### src/rtl/uart_byte_rx.sv
// 8N1 UART receiver with a one-byte holding register and valid/yumi handshake.
// Flags a bad stop bit and a byte that completes while the holding register is still full.
module uart_byte_rx #(
    parameter int clk_per_bit_p = 10416
) (
    input  logic       clk_i,
    input  logic       reset_ni,
    input  logic       rx_i,
    output logic [7:0] data_o,
    output logic       v_o,
    input  logic       yumi_i,
    output logic       frame_err_o,
    output logic       overrun_err_o
);

    localparam int cnt_w_lp = $clog2(clk_per_bit_p);
    localparam logic [cnt_w_lp-1:0] half_last_lp = cnt_w_lp'(clk_per_bit_p / 2 - 1);
    localparam logic [cnt_w_lp-1:0] full_last_lp = cnt_w_lp'(clk_per_bit_p - 1);

    typedef enum logic [1:0] {
        IDLE,
        START,
        DATA,
        STOP
    } state_t;

    logic                rx_meta_p0;
    logic                rx_s;
    logic [1:0]          sync_fill;
    state_t              state;
    logic                armed;
    logic [cnt_w_lp-1:0] cnt;
    logic [2:0]          bit_idx;
    logic [7:0]          shift_r;

    // The bit counter holds at its last legal value instead of wrapping.
    function automatic logic [cnt_w_lp-1:0] sat_inc(input logic [cnt_w_lp-1:0] c);
        return (c == full_last_lp) ? c : c + cnt_w_lp'(1);
    endfunction

    // sync_fill marks when rx_s carries real line samples rather than reset values,
    // so a line held low across reset release is never mistaken for an idle-high line.
    always_ff @(posedge clk_i or negedge reset_ni) begin
        if (!reset_ni) begin
            rx_meta_p0 <= 1'b1;
            rx_s       <= 1'b1;
            sync_fill  <= 2'b00;
        end else begin
            rx_meta_p0 <= rx_i;
            rx_s       <= rx_meta_p0;
            sync_fill  <= {sync_fill[0], 1'b1};
        end
    end

    always_ff @(posedge clk_i or negedge reset_ni) begin
        if (!reset_ni) begin
            state         <= IDLE;
            armed         <= 1'b0;
            cnt           <= '0;
            bit_idx       <= 3'd0;
            shift_r       <= 8'h00;
            data_o        <= 8'h00;
            v_o           <= 1'b0;
            frame_err_o   <= 1'b0;
            overrun_err_o <= 1'b0;
        end else begin
            frame_err_o   <= 1'b0;
            overrun_err_o <= 1'b0;
            if (yumi_i && v_o) begin
                v_o <= 1'b0;
            end
            case (state)
                IDLE: begin
                    if (!armed) begin
                        armed <= sync_fill[1] && rx_s;
                    end else if (!rx_s) begin
                        state <= START;
                        cnt   <= '0;
                    end
                end
                START: begin
                    if (cnt == half_last_lp) begin
                        cnt     <= '0;
                        bit_idx <= 3'd0;
                        state   <= rx_s ? IDLE : DATA;
                    end else begin
                        cnt <= sat_inc(cnt);
                    end
                end
                DATA: begin
                    if (cnt == full_last_lp) begin
                        cnt              <= '0;
                        shift_r[bit_idx] <= rx_s;
                        if (bit_idx == 3'd7) begin
                            state <= STOP;
                        end else begin
                            bit_idx <= bit_idx + 3'd1;
                        end
                    end else begin
                        cnt <= sat_inc(cnt);
                    end
                end
                STOP: begin
                    if (cnt == full_last_lp) begin
                        cnt   <= '0;
                        state <= IDLE;
                        armed <= 1'b0;
                        if (!rx_s) begin
                            frame_err_o <= 1'b1;
                        end else if (!v_o || yumi_i) begin
                            data_o <= shift_r;
                            v_o    <= 1'b1;
                        end else begin
                            overrun_err_o <= 1'b1;
                        end
                    end else begin
                        cnt <= sat_inc(cnt);
                    end
                end
                default: state <= IDLE;
            endcase
        end
    end

endmodule
### config.mk
export PLATFORM = sky130hd
export DESIGN_NAME = uart_byte_rx
export DESIGN_NICKNAME = d
export VERILOG_FILES = /design/src/rtl/uart_byte_rx.sv
export SDC_FILE = /design/constraint.sdc
export NUM_CORES = 1
export LEC_CHECK = 0
export CORE_MARGIN = 2
export CORE_UTILIZATION = 31
export CTS_CLUSTER_DIAMETER = 50
export DETAILED_ROUTE_END_ITERATION = 6
export HOLD_SLACK_MARGIN = 0.12
export PLACE_DENSITY = 0.6
export REMOVE_ABC_BUFFERS = 1
export SYNTH_ARGS = -nofsm -noshare
export SYNTH_HDL_FRONTEND = slang
export SYNTH_SLANG_ARGS = --single-unit
### constraint.sdc
create_clock -name clk_i -period 3.05 [get_ports clk_i]
set_input_delay 0.305 -clock clk_i [delete_from_list [all_inputs] [get_ports clk_i]]
set_output_delay 0.305 -clock clk_i [all_outputs]
set_load 0.05 [all_outputs]
== Yosys cells after proc, flatten, opt, wreduce, memory -nomap -nowiden ==
Index checks and enable logic that the tools add are counted.
Storage, ports and cells
  register bits after elaboration: 43
  bits of input ports: 4
  output and inout bits: 11
  logic and storage cells: 81
Operators by class
  add/subtract/negate cells: 2
  magnitude comparators: 2
  equality and inequality tests: 14
  multiplexer cells: 36
  reductions and logical operators: 15
Operators by type and width (number)
  14-bit 2-to-1 mux: 5
  14-bit one-hot mux with 3 select lines: 1
  1-bit 2-to-1 mux: 15
  14-bit by 1-bit adder with 14-bit output (second input constant): 1
  14-bit by 13-bit equality test with 1-bit output (second input constant): 1
  14-bit equality test (second input constant): 1
  2-bit 2-to-1 mux: 7
  2-bit != test (second input constant): 7
  3-bit 2-to-1 mux: 3
  8-bit bitwise mux: 1
  2-bit one-hot mux with 4 select lines: 1
  4-bit AND reduction: 2
  3-bit one-hot mux with 2 select lines: 1
  6-bit AND reduction: 1
  2-bit equality test (second input constant): 2
  3-bit by 4-bit less-than comparator with 1-bit output (second input constant): 1
  2-bit AND reduction: 2
  2-bit nonzero test: 2
  3-bit by 1-bit adder with 3-bit output (second input constant): 1
  1-bit demux with 3-bit select: 1
  3-bit equality test (second input constant): 1
  3-bit by 1-bit >= comparator with 1-bit output (second input constant): 1
  1-bit logical AND: 3
  3-bit != test (second input constant): 1
  7 further kinds: 7

== Logic depth before layout (Yosys ltp) ==
  word-level depth: 6
  depth in mapped cells: 7
  mapped depth without buffers: 6

== Worst setup path after synthesis ==
OpenSTA, ideal clock, no wires.
  path type: flip-flop to flip-flop
  start: reg cnt[4]
  end: reg shift_r[1]
  setup time: 125 ps
  data arrival time: 2140 ps
  data required time: 2925 ps
  path slack: 785 ps
  stages on the path, launching flop included: 6
  path buffers: 0
  period minus slack after synthesis: 2265 ps
  path through: dfrtp_1 -> or4b_4 -> nor4_4 -> nand2_1 -> or4_1 -> mux2_2
Between the ends
  cells in the longest elaborated chain, start to end: 2
RTL lines
  start, declared: line 32  | logic [cnt_w_lp-1:0] cnt;
  start signal, assigned: line 87  | cnt <= sat_inc(cnt);
  start signal, assigned: line 100  | cnt <= sat_inc(cnt);
  start signal, assigned: line 117  | cnt <= sat_inc(cnt);
  14-bit equality test: line 91  | if (cnt == full_last_lp) begin
  2-bit AND reduction (no line)
  end signal, assigned by index: line 93  | shift_r[bit_idx] <= rx_s;
  end, declared: line 34  | logic [7:0] shift_r;
Every way passes these cells.
A chain may end at the register's enable or synchronous reset.

== Final worst setup path ==
Same ends and word-level chain as after synthesis.

==> metrics.txt <==
Tcrit/Tclk final=0.791; RR Endpoint=shift_r[1]; Core Area=between 6000 and 7000 um2; CTS tree=built; pin count of the biggest net entering global routing=44; DP Area=between 2000 and 2500 um2; Diodes inserted=0; gpl congestion=0.839; Tot GR Track Use=0.114; setup repair after global routing missed its margin=no; fin area=between 2000 and 2500 um2; CTS resizes=0; CP required=3240 ps; Clk Tree Root Cell=clkbuf_8; Mapped Avg Cell Area=10.7 um2; vias per inst=5.05; R2R cell count=5; final hold vios=0; Post-Synthesis Cells=roughly 200; Detailed Route WL=3850 um; Max-slew headroom=0.360; mapped cell area=2090 um2; # IOs=15; Initial Utilization=0.325; worst skew pair latency=300 ps; WS Path Type=reg2reg; R2R setup slack=640 ps; sequential area share after synthesis=0.516; post-route ant nets=0; worst reg2reg path startpoint=cnt[4]; H-tree depth=2; Setup crit end=shift_r[1]; first-pass GRT wire length=about 6700 um; GRT overflow=0; peak supply drop=about 190 uV; Design Power=1180 uW; Pre-antenna DRT Iters=4; routed vias=1460; clk buf depth=2; commonest cells after routing, fill and taps aside=dfrtp_1, nor2_1, nand2_1, mux2_2, clkdlybuf4s50_1; Iter 0 DRT Violations=180; Netlist cell types=43; DRC=0; vias in the first global route=1365; CP startpoint=cnt[4]; port buffer count=14; max cap viols=0; startpoint types=register; crit-path max FO=6; YS warnings=0; nets=218; Arr. time, crit path=2600 ps; area grow syn2layout=14.4%; # rows=29; LEAKAGE=roughly 0.0011 uW; Post-CTS Setup Bufs=0; layout cells sized above 1=0.170; Clock Sink Count=43; hold crit path type=in2async; Max Clock Freq=0.415 GHz; Worst-Margin Slew=961 ps; CP Capture Type=register; Final Skew=8.56 ps; most common cell after layout, fill and taps aside=dfrtp_1; Yosys reg bits=43; # setup viols final=0; Slew Viols, Final=0; WL per Instance=13.3 um; Die Y=86.1 um; Num CTS Buffers=5; die area=between 7000 and 8000 um2; Period minus WS final=2410 ps; Die W=86.1 um; Power Density=about 500 nW/um2; outcome=completed; Clock transition at path regs=80 ps; Sum Neg Setup Slack=0 ps; Hold-fix buffers, CTS=0; detailed placement HPWL=roughly 2600 um; antenna violations before repair=0
==> sequential cells by signal, indices dropped and copies added (netlist names), named ones only <==
name and flops:
armed 1, bit_idx 3, cnt 14, data_o 8, frame_err_o 1, overrun_err_o 1
rx_meta_p0 1, rx_s 1, shift_r 8, state 1, sync_fill 2, v_o 1
==> worst max-delay path, stage by stage (launching register included) <==
cell	delay (ps)
dfrtp_1	430
or4b_4	590
nor4_4	410
nand2_1	160
or4_1	430
mux2_2	280
==> synth_stat cells <==
library cell,number,share of area
o2bb2ai_1,1,0.0042
dfrtp_1,41,0.49
nor3b_1,3,0.011
mux2_2,19,0.10
and4_1,2,0.0084
nor4_1,2,0.0060
inv_1,3,0.0054
nor4bb_1,1,0.0048
nor4_4,1,0.010
nor4b_1,1,0.0042
nand4_1,6,0.018
and3_1,4,0.012
xor2_1,4,0.017
mux2i_1,2,0.0096
nor2_1,22,0.040
buf_2,1,0.0024
a2111oi_0,1,0.0042
a31o_2,1,0.0042
a22oi_1,1,0.0036
a22o_1,1,0.0042
and2_1,2,0.0060
or2_2,2,0.0060
nor3_1,3,0.0072
ha_1,3,0.018
nand3b_1,1,0.0036
a32o_1,2,0.0096
a31oi_1,3,0.0090
nand3_1,6,0.014
dfstp_2,2,0.025
o21bai_1,1,0.0036
nand2b_1,4,0.012
o31ai_1,1,0.0036
xnor2_1,5,0.021
nor2b_1,2,0.0060
or4b_4,1,0.0066
a211o_1,1,0.0042
conb_1,1,0.0018
o21ai_0,2,0.0048
or3_1,1,0.0030
a21oi_1,8,0.019
or4_1,2,0.0072
clkbuf_1,7,0.013
nand2_1,19,0.034
==> through the flow <==
step                      cells   util  setup slack (ps)  hold slack, ps
after floorplan             188      -               691            9.41
after global placement      281  0.359               683             333
after detailed placement    281  0.359               640             346
after CTS                   289  0.372               631             200
after global routing        289  0.372               497             238
final                       289  0.372               639             150
==> cell type report <==
class,count,area [um2]
Multi-Input combinational cell,142,968
Sequential cell,43,1080
Clock inverter,2,12.5
Inverter,3,11.3
Clock buffer,6,72.6
Tap cell,77,96.3
Timing Repair Buffer,16,150
Fill cell,621,4030
==> metal layers <==
metal / part of all wire / GRT usage / wire (um) / up-vias
met1: 0.51 / 0.162 / 1960 / 712
met4: 0.021 / 0.0519 / 79 / 0
met5: 0 / 0 / 0 / -
met3: 0.023 / 0.0231 / 88 / 6
met2: 0.45 / 0.168 / 1720 / 18
li1: - / - / - / 724
==> worst min path at each step <==
stage / start / endpoint / slack (ps) / depth (start not counted)
6_report: reset_ni / cnt[13] / 150 / 1
4_1_cts: reset_ni / shift_r[0] / 200 / 1
3_3_place_gp: sync_fill[0] / sync_fill[1] / 330 / 0
2_1_floorplan: reset_ni / asynchronous set/reset pin / 9 / 0
5_1_grt: reset_ni / shift_r[2] / 240 / 1
3_5_place_dp: sync_fill[0] / sync_fill[1] / 350 / 0
==> power breakdown <==
group	switching (uW)	internal, uW
combinational	81.2	70.1
clock	198	160
sequential	63.0	610
==> logic make-up after synthesis <==
logic type      after synthesis  synth area share
simple gates                 85             0.220
flops                        43             0.516
compound gates               23            0.0743
mux                          21             0.112
buf+inv                      11            0.0204
xor+xnor                      9            0.0377
fa+ha+maj                     3            0.0180
other cells                   1           0.00179
No activity file was read; power rests on OpenSTA's default activity.
